### src/rtl/array_pingpong_buffer_pkg.sv
// rtl/array_pingpong_buffer_pkg.sv - shared types and constants for the ping-pong array buffer
package array_pingpong_buffer_pkg;

   localparam int ARRAY_N = 3;
   localparam int ARRAY_W = 2;

   typedef logic [ARRAY_W-1:0] elem_t;
   typedef elem_t [ARRAY_N-1:0] array_t;
   typedef logic bank_sel_t;

   function automatic bank_sel_t next_bank(input bank_sel_t b);
      return ~b;
   endfunction

endpackage

### src/rtl/array_bank_reg.sv
// rtl/array_bank_reg.sv - one N x W register bank with write enable and synchronous reset
module array_bank_reg
   import array_pingpong_buffer_pkg::*;
#(
   parameter int N = ARRAY_N,
   parameter int W = ARRAY_W
) (
   input  logic                CLK,
   input  logic                RESET,
   input  logic                we,
   input  logic [N-1:0][W-1:0] d,
   output logic [N-1:0][W-1:0] q
);

   always_ff @(posedge CLK) begin
      if (RESET) begin
         q <= '0;
      end else if (we) begin
         q <= d;
      end
   end

endmodule

### src/rtl/array_pingpong_buffer.sv
// rtl/array_pingpong_buffer.sv - two-bank ping-pong buffer feeding a 2:1 array mux
// Optional stall counter port is enabled by defining ARRAY_PINGPONG_STALL_COUNT_EN.
module array_pingpong_buffer
   import array_pingpong_buffer_pkg::*;
#(
   parameter int N = ARRAY_N,
   parameter int W = ARRAY_W
) (
   input  logic                CLK,
   input  logic                RESET,
   input  logic                in_valid,
   output logic                in_ready,
   input  logic [N-1:0][W-1:0] in_data,
   output logic [N-1:0][W-1:0] bank0,
   output logic [N-1:0][W-1:0] bank1,
   output logic                sel,
   output logic                out_valid,
   input  logic                out_ready
`ifdef ARRAY_PINGPONG_STALL_COUNT_EN
   ,
   output logic [15:0]         stall_count
`endif
);

   logic [1:0] full;
   bank_sel_t  wbank;
   bank_sel_t  rbank;
   logic       wr_fire;
   logic       rd_fire;
   logic       we0;
   logic       we1;

   // Handshake outputs come only from registered state, so in_ready never
   // depends combinationally on out_ready.
   assign in_ready  = ~full[wbank];
   assign out_valid = full[rbank];
   assign sel       = rbank;

   assign wr_fire = in_valid & in_ready;
   assign rd_fire = out_valid & out_ready;
   assign we0     = wr_fire & (wbank == 1'b0);
   assign we1     = wr_fire & (wbank == 1'b1);

   // A simultaneous write and read always hit different banks, so the two
   // bit updates of full never collide.
   always_ff @(posedge CLK) begin
      if (RESET) begin
         full  <= 2'b00;
         wbank <= 1'b0;
         rbank <= 1'b0;
      end else begin
         if (wr_fire) begin
            full[wbank] <= 1'b1;
            wbank       <= next_bank(wbank);
         end
         if (rd_fire) begin
            full[rbank] <= 1'b0;
            rbank       <= next_bank(rbank);
         end
      end
   end

   array_bank_reg #(
      .N(N),
      .W(W)
   ) u_bank0 (
      .CLK  (CLK),
      .RESET(RESET),
      .we   (we0),
      .d    (in_data),
      .q    (bank0)
   );

   array_bank_reg #(
      .N(N),
      .W(W)
   ) u_bank1 (
      .CLK  (CLK),
      .RESET(RESET),
      .we   (we1),
      .d    (in_data),
      .q    (bank1)
   );

`ifdef ARRAY_PINGPONG_STALL_COUNT_EN
   always_ff @(posedge CLK) begin
      if (RESET) begin
         stall_count <= 16'h0000;
      end else if (in_valid && !in_ready && (stall_count != 16'hFFFF)) begin
         stall_count <= stall_count + 16'h0001;
      end
   end
`endif

endmodule
### config.mk
export PLATFORM = sky130hd
export DESIGN_NAME = array_pingpong_buffer
export DESIGN_NICKNAME = d
export VERILOG_FILES = /design/src/rtl/array_pingpong_buffer_pkg.sv /design/src/rtl/array_bank_reg.sv /design/src/rtl/array_pingpong_buffer.sv
export SDC_FILE = /design/constraint.sdc
export NUM_CORES = 1
export LEC_CHECK = 0
export BUFFER_PORTS_ARGS = -buffer_cell sky130_fd_sc_hd__buf_4
export CAP_MARGIN = 20
export CORE_UTILIZATION = 48
export DETAILED_ROUTE_END_ITERATION = 10
export PLACE_DENSITY = 0.77
export SYNTH_ARGS = -nofsm -noshare
export SYNTH_HDL_FRONTEND = slang
export SYNTH_HIERARCHICAL = 1
export SYNTH_SLANG_ARGS = --single-unit
### constraint.sdc
create_clock -name CLK -period 2.79 [get_ports CLK]
set_input_delay 0.4185 -clock CLK [delete_from_list [all_inputs] [get_ports CLK]]
set_output_delay 0.4185 -clock CLK [all_outputs]
set_load 0.02 [all_outputs]
== Yosys cells after proc, flatten, opt, wreduce, memory -nomap -nowiden ==
Index checks and enable logic that the tools add are counted.

* Register bits: 16
* Bits of input ports: 10
* Output and inout port bits: 15
* Logic and storage cells: 36

* $lt $le $gt $ge: 4
* Mux-type cells: 11
* Bitwise logic cells: 10
* Reduce and logical (&&, ||, !) cells: 2

{| class="wikitable"
|+ Operators with widths
! cell !! count
|-
| 1-bit 2-to-1 mux || 6
|-
| 2-bit 2-to-1 mux || 3
|-
| 1-bit bitwise AND || 4
|-
| 1-bit by 2-bit less-than comparator with 1-bit output (second input constant) || 2
|-
| 1-bit NOT || 3
|-
| 2-bit bitwise AND || 1
|-
| 1-bit demux with 1-bit select || 2
|-
| 1-bit >= comparator (second input constant) || 2
|-
| 1-bit logical AND || 2
|-
| 2-bit NOT || 1
|-
| 2-bit OR || 1
|}

== Depth between registers and ports, before layout ==
Gate-level depths: netlist of the first run.

* Word-level depth: 9
* Mapped depth: 5
* Gate-level depth less buffers: 4

== Modules after synthesis ==
The synthesis of the first run kept the hierarchy.

{| class="wikitable"
|+ By module, submodules not included
! module !! instances !! cells an instance !! area an instance (um^2) !! sequential area each (um^2)
|-
| array_bank_reg || 2 || 19 || 214.0 || 120.1
|-
| array_pingpong_buffer || 1 || 20 || 200.2 || 80.1
|}

== Worst setup path before layout of the first run ==
No wires, ideal clock.

* Path type: flip-flop to output port
* Start: register rbank, in the netlist sel
* End: output out_valid
* Data arrival time: 0.911 ns
* Required time: 2.372 ns
* Path slack: 1.460 ns
* Cell stages (with the launch flop): 2
* Path buffers: 0
* Path through: dfxtp_1 > o21ai_0

* Cells in the longest elaborated chain, start to end: 2

{| class="wikitable"
|+ Ends and longest elaborated chain
! what !! line !! source
|-
| from (decl) || array_pingpong_buffer.sv:27 || <nowiki>bank_sel_t rbank;</nowiki>
|-
| from (signal assigned) || array_pingpong_buffer.sv:58 || <nowiki>rbank <= next_bank(rbank);</nowiki>
|-
| 1-bit 2-to-1 mux (not written as such) (2 in a row) || array_pingpong_buffer.sv:36 || <nowiki>assign out_valid = full[rbank];</nowiki>
|-
| to (decl) || array_pingpong_buffer.sv:17 || <nowiki>output logic out_valid,</nowiki>
|}

Every way passes these cells. The select of a mux whose other input is x is not followed.

== Worst setup path in the final report of the first run ==
* Start: register full[0]
* End: output out_valid

* Cells in the longest elaborated chain, start to end: 2

{| class="wikitable"
|+ Ends and longest elaborated chain
! what !! line !! source
|-
| from (decl) || array_pingpong_buffer.sv:25 || <nowiki>logic [1:0] full;</nowiki>
|-
| from (signal assigned) || array_pingpong_buffer.sv:48 || <nowiki>full <= 2'b00;</nowiki>
|-
| from (signal, indexed assignment) || array_pingpong_buffer.sv:53 || <nowiki>full[wbank] <= 1'b1;</nowiki>
|-
| from (signal, indexed assignment) || array_pingpong_buffer.sv:57 || <nowiki>full[rbank] <= 1'b0;</nowiki>
|-
| 1-bit 2-to-1 mux (not written as such) (2 in a row) || array_pingpong_buffer.sv:36 ||
|}

Every way passes these cells. The select of a mux whose other input is x is not followed.

==> results of run 1 <==
cell type report:
class                           count  area (um2)
Sequential cell                    16         320
Multi-Input combinational cell     39         282
Inverter                            1        3.75
Tap cell                           14        17.5
Clock buffer                        4        36.3
Timing Repair Buffer               24         180
Fill cell                          93         317
logic make-up after synthesis:
logic type | share of synthesized area
AND/OR/NAND/NOR | 0.149
multiplexers | 0.207
AO/OA/AOI/OAI | 0.0916
flip-flops | 0.510
buffers and inverters | 0.0418
routing by layer:
metal | wire (um) | global-route usage
met1 | 568 | 0.254
met2 | 497 | 0.275
met3 | 44 | 0.0349
met4 | 0 | 0.0804
met5 | 0 | 0
cells in the mapped netlist, types with 2 or more instances:
| library cell | number | area (um2) |
|---|---|---|
| buf_6 | 2 | 22.5 |
| dfxtp_1 | 16 | 320 |
| mux2i_1 | 13 | 130 |
| nor2_1 | 13 | 48.8 |
placed cells by master (no fill, tap or decap), drive strengths merged:
master  netlist  routed
buf           2      24
a311oi        1       1
inv           1       1
a211oi        1       1
mux2i        13      13
o21ba         1       1
nor2b         1       1
clkbuf        0       4
a21oi         1       1
o32ai         1       1
nor2         13      13
o21ai         1       1
and3b         1       1
nand2b        2       2
nand2         1       1
and2          1       1
dfxtp        16      16
a21boi        1       1
flip-flops by register name (all words and copies together) (netlist names):
name,count
full,2
sel,1
u_bank0/q,6
u_bank1/q,6
wbank,1
power by group:
group,internal (uW),switching (uW)
Combinational,48.1,48.8
Sequential,243,11.6
Clock,79.3,70.3
path summary, 6_finish.rpt:
kind	startpoint	end	depth (start not counted)
max	full[0]$_SDFF_PP0_	out_valid	3
min reg2reg	u_bank1/q[4]$_SDFFE_PP0P_	u_bank1/q[4]$_SDFFE_PP0P_	2
min	out_ready	full[1]$_SDFF_PP0_	2
max reg2reg	wbank$_SDFFE_PP0N_	u_bank0/q[3]$_SDFFE_PP0P_	4
stage by stage:
stage                     cells  utilization  total power [uW]  setup WS, ps
after detailed placement     94        0.695               358          1300
after CTS                    98        0.726               508          1280
after global routing         98        0.726               528          1210
after floorplan              58            -               319          1460
after global placement       94        0.695               356          1300
final                        98        0.726               501          1290
==> metrics.csv, run 1 <==
metric,value,unit
worstSetupPathType,reg2out,
clock_skew,2.53,ps
initial_core_util,0.543,
cp-start-kind,register,
synth_nets,68,
buffer_ports.inserted,24,
antenna_cells,0,
synth-edff-count,0,
synth.avg_cell_area,10.8,um2
power.leakage,0.000380,uW
slowest_stage,dfxtp_1,
ant_nets,0,
cts-root-buf,clkbuf_4,
yosys_warnings,6,
first_global_vias,412,
rsz0062_at_grt,false,
arrival,1080,ps
maxSlewViolCount,0,
critPathBufInv,2,
relSlewSlack,0.576,
tns,0,ps
setup_violations,0,
cts_buffers,3,
cp_top_family,flip-flops,
ys_seq_area_frac,0.510,
peakVddDrop,0.451,mV
wl,1.11,mm
outcome,finished clean,
gp_congestion,0.721,
drc,0,
async_flop_share,0,
synth_area,628,um2
fmax,667,MHz
clkSinkCount,16,
drive_above_1_share,0.357,
grt_pass1_wl,1.81,mm
holdBufCountCts,0,
drt_iter0_drc,6,
synthCells,58,
ff2ff_setup_slack,1360,ps
ys_types,18,
finalHoldViolCount,0,
die_area,1460,um2
p_per_area,597,nW/um2
die_h,38.2,um
cp-end-kind,output pin,
grt_max_degree,18,
viasPerCell,4.80,
cts.repair.resized,0,
fp.dieW,38.2,um
htreeDepth,1,
hp-class,in2reg,
postCtsSetupBuffers,0,
clockBufferDepth,2,
fin_crit_sh,0.537,
worst_pin_slew,634,ps
cts.clk_slew.worst_paths,90,ps
syn_to_final_growth,33.7,%
cp_slowest_stage_delay,400,ps
layout_min_cycle_time,1500,ps
cp_cell_sequence,inv_1 > o21ai_0 > buf_4,
ioPinCount,25,
grt_usage,0.183,
post-dp-hpwl,814,um
cp_max_fo,5,
cts_tree,built,
antenna_found_initial,0,
drt_pass1_iterations,4,
grt-ovfl-total,0,
max-cap-violations,0,
core,1160,um2
clk_latency,280,ps
cp.required,2370,ps
core.rowCount,12,
wire_per_inst,11.3,um
final_area,840,um2
whs,339,ps
synth-main-ff-cell,dfxtp_1,
ys_ff_latch,16,
final_nets,95,
num_vias,470,
place_area,803,um2
(Power assumes the default switching activity.)
==> run 2: changes to the inputs <==
CORE_UTILIZATION = 45   (was 48)
PLACE_DENSITY = 0.73   (was 0.77)
clock period = 1.6 ns   (was 2.79 ns; I/O delays follow)
==> run 2 against run 1 <==
Clock skew increased by 5.5 ps. Die area is 6.3% higher. Worst hold slack lost 180 ps. Worst setup slack lost 1000 ps. Cell count rose by 2.0%. Combinational power grew 80%. Global-route usage fell by 0.33 points. Via count rose by 7.9%.
==> metrics.csv, run 2 (synthesis results as in run 1) <==
metric,value,unit,change
finalHoldViolCount,0,,unchanged
antenna_cells,0,,unchanged
wire_per_inst,11.4,um,+0.91%
clk_latency,290,ps,about the same
max-cap-violations,0,,unchanged
finalPower,881,uW,+76%
clock_skew,8.07,ps,+5.54 ps
slowest_stage,dfxtp_1,,
critPathBufInv,2,,unchanged
cts-root-buf,clkbuf_4,,
core.rowCount,13,,+1
drive_above_1_share,0.365,,+0.00756
grt_max_degree,18,,unchanged
setup_violations,0,,unchanged
cts_buffers,3,,unchanged
peakVddDrop,0.753,mV,+67%
rsz0062_at_grt,false,,
drt_iter0_drc,3,,-3
mostFrequentLayoutCell,buf_4,,
antenna_found_initial,0,,unchanged
holdBufCountCts,0,,unchanged
fmax,750,MHz,
mostFrequentLayoutCells,"buf_4 (25), dfxtp_1 (16), mux2i_1 (13), nor2_1 (13), clkbuf_4 (3)",,
outcome,finished clean,,
first_global_vias,413,,+0.24%
gp_congestion,0.759,,+5.3%
grt_pass1_wl,1.80,mm,-0.77%
arrival,1090,ps,about the same
final_area,848,um2,+1.0%
layout_min_cycle_time,1330,ps,
grt-ovfl-total,0,,unchanged
tns,0,ps,unchanged
viasPerCell,5.07,,+5.7%
core,1300,um2,+13%
clkSinkCount,16,,unchanged
die_area,1550,um2,+6.3%
cts.repair.resized,0,,unchanged
cp_cell_sequence,inv_1 > o21ai_0 > buf_4,,
post-dp-hpwl,796,um,-2.2%
cts.clk_slew.worst_paths,100,ps,about the same
ant_nets,0,,unchanged
postCtsSetupBuffers,0,,unchanged
drc,0,,unchanged
num_vias,507,,+7.9%
cp-start-kind,register,,
wl,1.14,mm,+3.0%
final_nets,96,,+1.1%
hp-class,in2reg,,
relSlewSlack,0.754,,+0.178
cp.required,1360,ps,-1010 ps
buffer_ports.inserted,24,,unchanged
place_area,812,um2,+1.1%
fin_crit_sh,0.833,,
fill_cells,117,,+26%
initial_core_util,0.483,,-0.0606
fin_ws,266,ps,-1020 ps
cp_slowest_stage_delay,410,ps,about the same
cp_max_fo,5,,unchanged
grt_usage,0.180,,-0.00331
dpl_worst_slack,332,ps,-969 ps
p_per_area,1040,nW/um2,+74%
htreeDepth,1,,unchanged
top_regs,"u_bank0/q: 6 flops, u_bank1/q: 6 flops, full: 2 flops",,
syn_to_final_growth,35.1,%,
maxSlewViolCount,0,,unchanged
ioPinCount,25,,unchanged
drt_pass1_iterations,2,,-2
cp_top_family,flip-flops,,
ff2ff_setup_slack,320,ps,-1040 ps
cp-end-kind,output pin,,
fp.dieW,39.4,um,+3.1%
power.leakage,0.000385,uW,+1.3%
die_h,39.4,um,+3.1%
clockBufferDepth,2,,unchanged
worst_pin_slew,369,ps,-265 ps
cts_tree,built,,
worstSetupPathType,reg2out,,
[run 2: changes by cell type in the layout (fill, tap and decap cells not counted)]
cell | before | now
buf_4 | 24 | 25
[run 2: layout make-up]
cell class | count | area (um2) | share of cell area
inverters | 1 | 3.75 | 0.00442
clock buffers | 4 | 36.3 | 0.0428
well taps | 15 | 18.8 | 0.0221
repair buffers | 25 | 188 | 0.221
flip-flops and latches | 16 | 320 | 0.378
multi-input cells | 39 | 282 | 0.332
[run 2: worst register-to-register path, delay by kind of cell, from the launching register on]
family / cells / cell delay (ps)
and+or+nand+nor: 3 / 570
DFF: 1 / 370
muxes: 1 / 240
[run 2: worst paths after layout]
| path | startpoint | to | cells past startpoint |
|---|---|---|---|
| setup / recovery | full[0]$_SDFF_PP0_ | out_valid | 3 |
| hold / removal | out_ready | full[1]$_SDFF_PP0_ | 2 |
| setup reg to reg | full[1]$_SDFF_PP0_ | u_bank1/q[0]$_SDFFE_PP0P_ | 4 |
| hold reg to reg | u_bank0/q[2]$_SDFFE_PP0P_ | u_bank0/q[2]$_SDFFE_PP0P_ | 2 |
[run 2: per-stage QoR]
stage | hold slack, ps | instances | utilization
after floorplan | 305 | 58 | -
after global placement | 457 | 96 | 0.624
after detailed placement | 463 | 96 | 0.624
after CTS | 151 | 100 | 0.652
after global routing | 141 | 100 | 0.652
final | 154 | 100 | 0.652
[run 2: routing by layer]
layer	part of all wire	track usage	wire length, um	up-vias
met4	0	0.0517	0	0
met3	0.065	0.102	74	0
li1	-	-	-	254
met1	0.46	0.241	527	239
met5	0	0	0	-
met2	0.47	0.242	541	14
[run 2: report_power, final]
group	switching (uW)	total, uW	leakage [uW]	internal, uW
clock network	124	263	0.0000210	139
registers	20.2	445	0.000131	424
logic	86.6	174	0.000233	87.0
total	231	881	0.000385	650
==> run 3: changes to the inputs <==
clock period = 1.3 ns   (was 1.6 ns; I/O delays follow)
==> run 3 against run 2 <==
Combinational power up 24%. Non-clock buffer count did not move. Clock skew fell by 7.3 ps. Critical path depth decreased by 1. Cell count unchanged. Largest power group unchanged. Die area did not move. Critical endpoint is now in_ready. Register-to-register slack worse by 160 ps. Critical path type unchanged. Largest cell class unchanged. Sequential cell count did not move. Core utilization rose by 0.48 points. First-iteration DRC count shrank 100%. Design area increased by 0.74%. Worst setup slack worse by 170 ps.
==> metrics.csv, run 3 (synthesis results as in run 1) <==
metric,value,unit,change
initial_core_util,0.483,,unchanged
whs,117,ps,-36.6 ps
drt_pass1_iterations,1,,-1
fill_cells,121,,+3.4%
top_regs,"u_bank0/q: 6 flops, u_bank1/q: 6 flops, full: 2 flops",,
cp_top_family,flip-flops,,
die_area,1550,um2,unchanged
dpl_worst_slack,61.8,ps,-270 ps
arrival,1010,ps,-80 ps
drive_above_1_share,0.400,,+0.0353
mostFrequentLayoutCells,"buf_4 (25), dfxtp_1 (14), mux2i_1 (13), nor2_1 (13), clkbuf_4 (3)",,
antenna_found_initial,0,,unchanged
drc,0,,unchanged
final_nets,96,,unchanged
worstSetupPathType,reg2out,,
clkSinkCount,16,,unchanged
cts.clk_slew.worst_paths,90,ps,about the same
antenna_cells,0,,unchanged
cp-end-kind,output pin,,
first_global_vias,460,,+11%
slowest_stage,dfxtp_2,,
cts_buffers,3,,unchanged
hp-class,in2reg,,
viasPerCell,4.99,,-1.6%
power.leakage,0.000387,uW,+0.50%
grt_pass1_wl,1.95,mm,+8.1%
maxSlewViolCount,0,,unchanged
max-cap-violations,0,,unchanged
final_core_util,0.657,,+0.00481
cp.required,1110,ps,-250 ps
num_vias,499,,-1.6%
core,1300,um2,unchanged
cts-root-buf,clkbuf_4,,
wire_per_inst,12.2,um,+6.9%
clockBufferDepth,2,,unchanged
peakVddDrop,0.825,mV,+9.5%
holdBufCountCts,0,,unchanged
critPathBufInv,1,,-1
grt-ovfl-total,0,,unchanged
buffer_ports.inserted,24,,unchanged
ioPinCount,25,,unchanged
clk_latency,280,ps,about the same
setup_violations,0,,unchanged
cp_max_fo,5,,unchanged
fp.dieW,39.4,um,unchanged
ant_nets,0,,unchanged
post-dp-hpwl,905,um,+14%
stdcell_count,100,,unchanged
clock_skew,0.754,ps,-7.32 ps
fin_crit_sh,0.925,,
drt_iter0_drc,0,,-3
cp_slowest_stage_delay,380,ps,-30 ps
gp_congestion,0.768,,+1.3%
worst_pin_slew,228,ps,-141 ps
tns,0,ps,unchanged
p_per_area,1280,nW/um2,+23%
dp_cells,96,,unchanged
htreeDepth,1,,unchanged
layout_min_cycle_time,1200,ps,
core.rowCount,13,,unchanged
grt_max_degree,18,,unchanged
cp-start-kind,register,,
wl,1.22,mm,+6.9%
die_h,39.4,um,unchanged
fin_ws,97.2,ps,-169 ps
rsz0062_at_grt,false,,
finalHoldViolCount,0,,unchanged
relSlewSlack,0.847,,+0.0932
syn_to_final_growth,36.1,%,
mostFrequentLayoutCell,buf_4,,
cts_tree,built,,
grt_usage,0.194,,+0.0136
fmax,831,MHz,
cp_cell_sequence,mux2i_1 > buf_4,,
outcome,finished clean,,
-- run 3: what timing repair did --
| item | CTS | global route |
|---|---|---|
| setup endpoints to repair | 0 | 8 |
| buffers inserted | 0 | 0 |
| gates resized for setup | 0 | 5 |
-- run 3: worst paths after layout --
check | cells past startpoint | to | slack [ps] | startpoint
worst max-delay path | 2 | in_ready | 100 | wbank$_SDFFE_PP0N_
worst min-delay path | 2 | full[1]$_SDFF_PP0_ | 120 | out_ready
worst max register to register | 4 | u_bank1/q[5]$_SDFFE_PP0P_ | 160 | full[1]$_SDFF_PP0_
worst min register to register | 1 | wbank$_SDFFE_PP0N_ | 500 | full[0]$_SDFF_PP0_
-- run 3: layout make-up --
class                   count  area [um2]  area share
clock buffers               4        36.3      0.0425
inverters                   1        3.75     0.00439
multi-input cells          39         283       0.331
flip-flops and latches     16         325       0.381
well taps                  15        18.8      0.0220
repair buffers             25         188       0.220
-- run 3: power by group --
part / internal (uW) / switching (uW) / total [uW]
Combinational: 108 / 108 / 216
Sequential: 523 / 25.3 / 549
Clock: 171 / 154 / 325
Total: 802 / 288 / 1090
-- run 3: metrics by stage --
step | instance area [um2] | total power [uW]
floorplan | 628 | 686
global placement | 812 | 770
detailed placement | 812 | 775
CTS | 848 | 1100
global route | 855 | 1160
finish | 855 | 1090
-- run 3: worst register-to-register path: cells and delay by family, from the launching register on --
family	cells	cell delay [ps]
DFF	1	360
muxes	1	210
and+or+nand+nor	3	470
-- run 3: per-layer routing --
layer / vias up / global-route usage / routed length, um
met5: - / 0 / 0
met4: 0 / 0.0517 / 7
met3: 3 / 0.102 / 76
met2: 14 / 0.329 / 630
met1: 228 / 0.208 / 508
li1: 254 / - / -
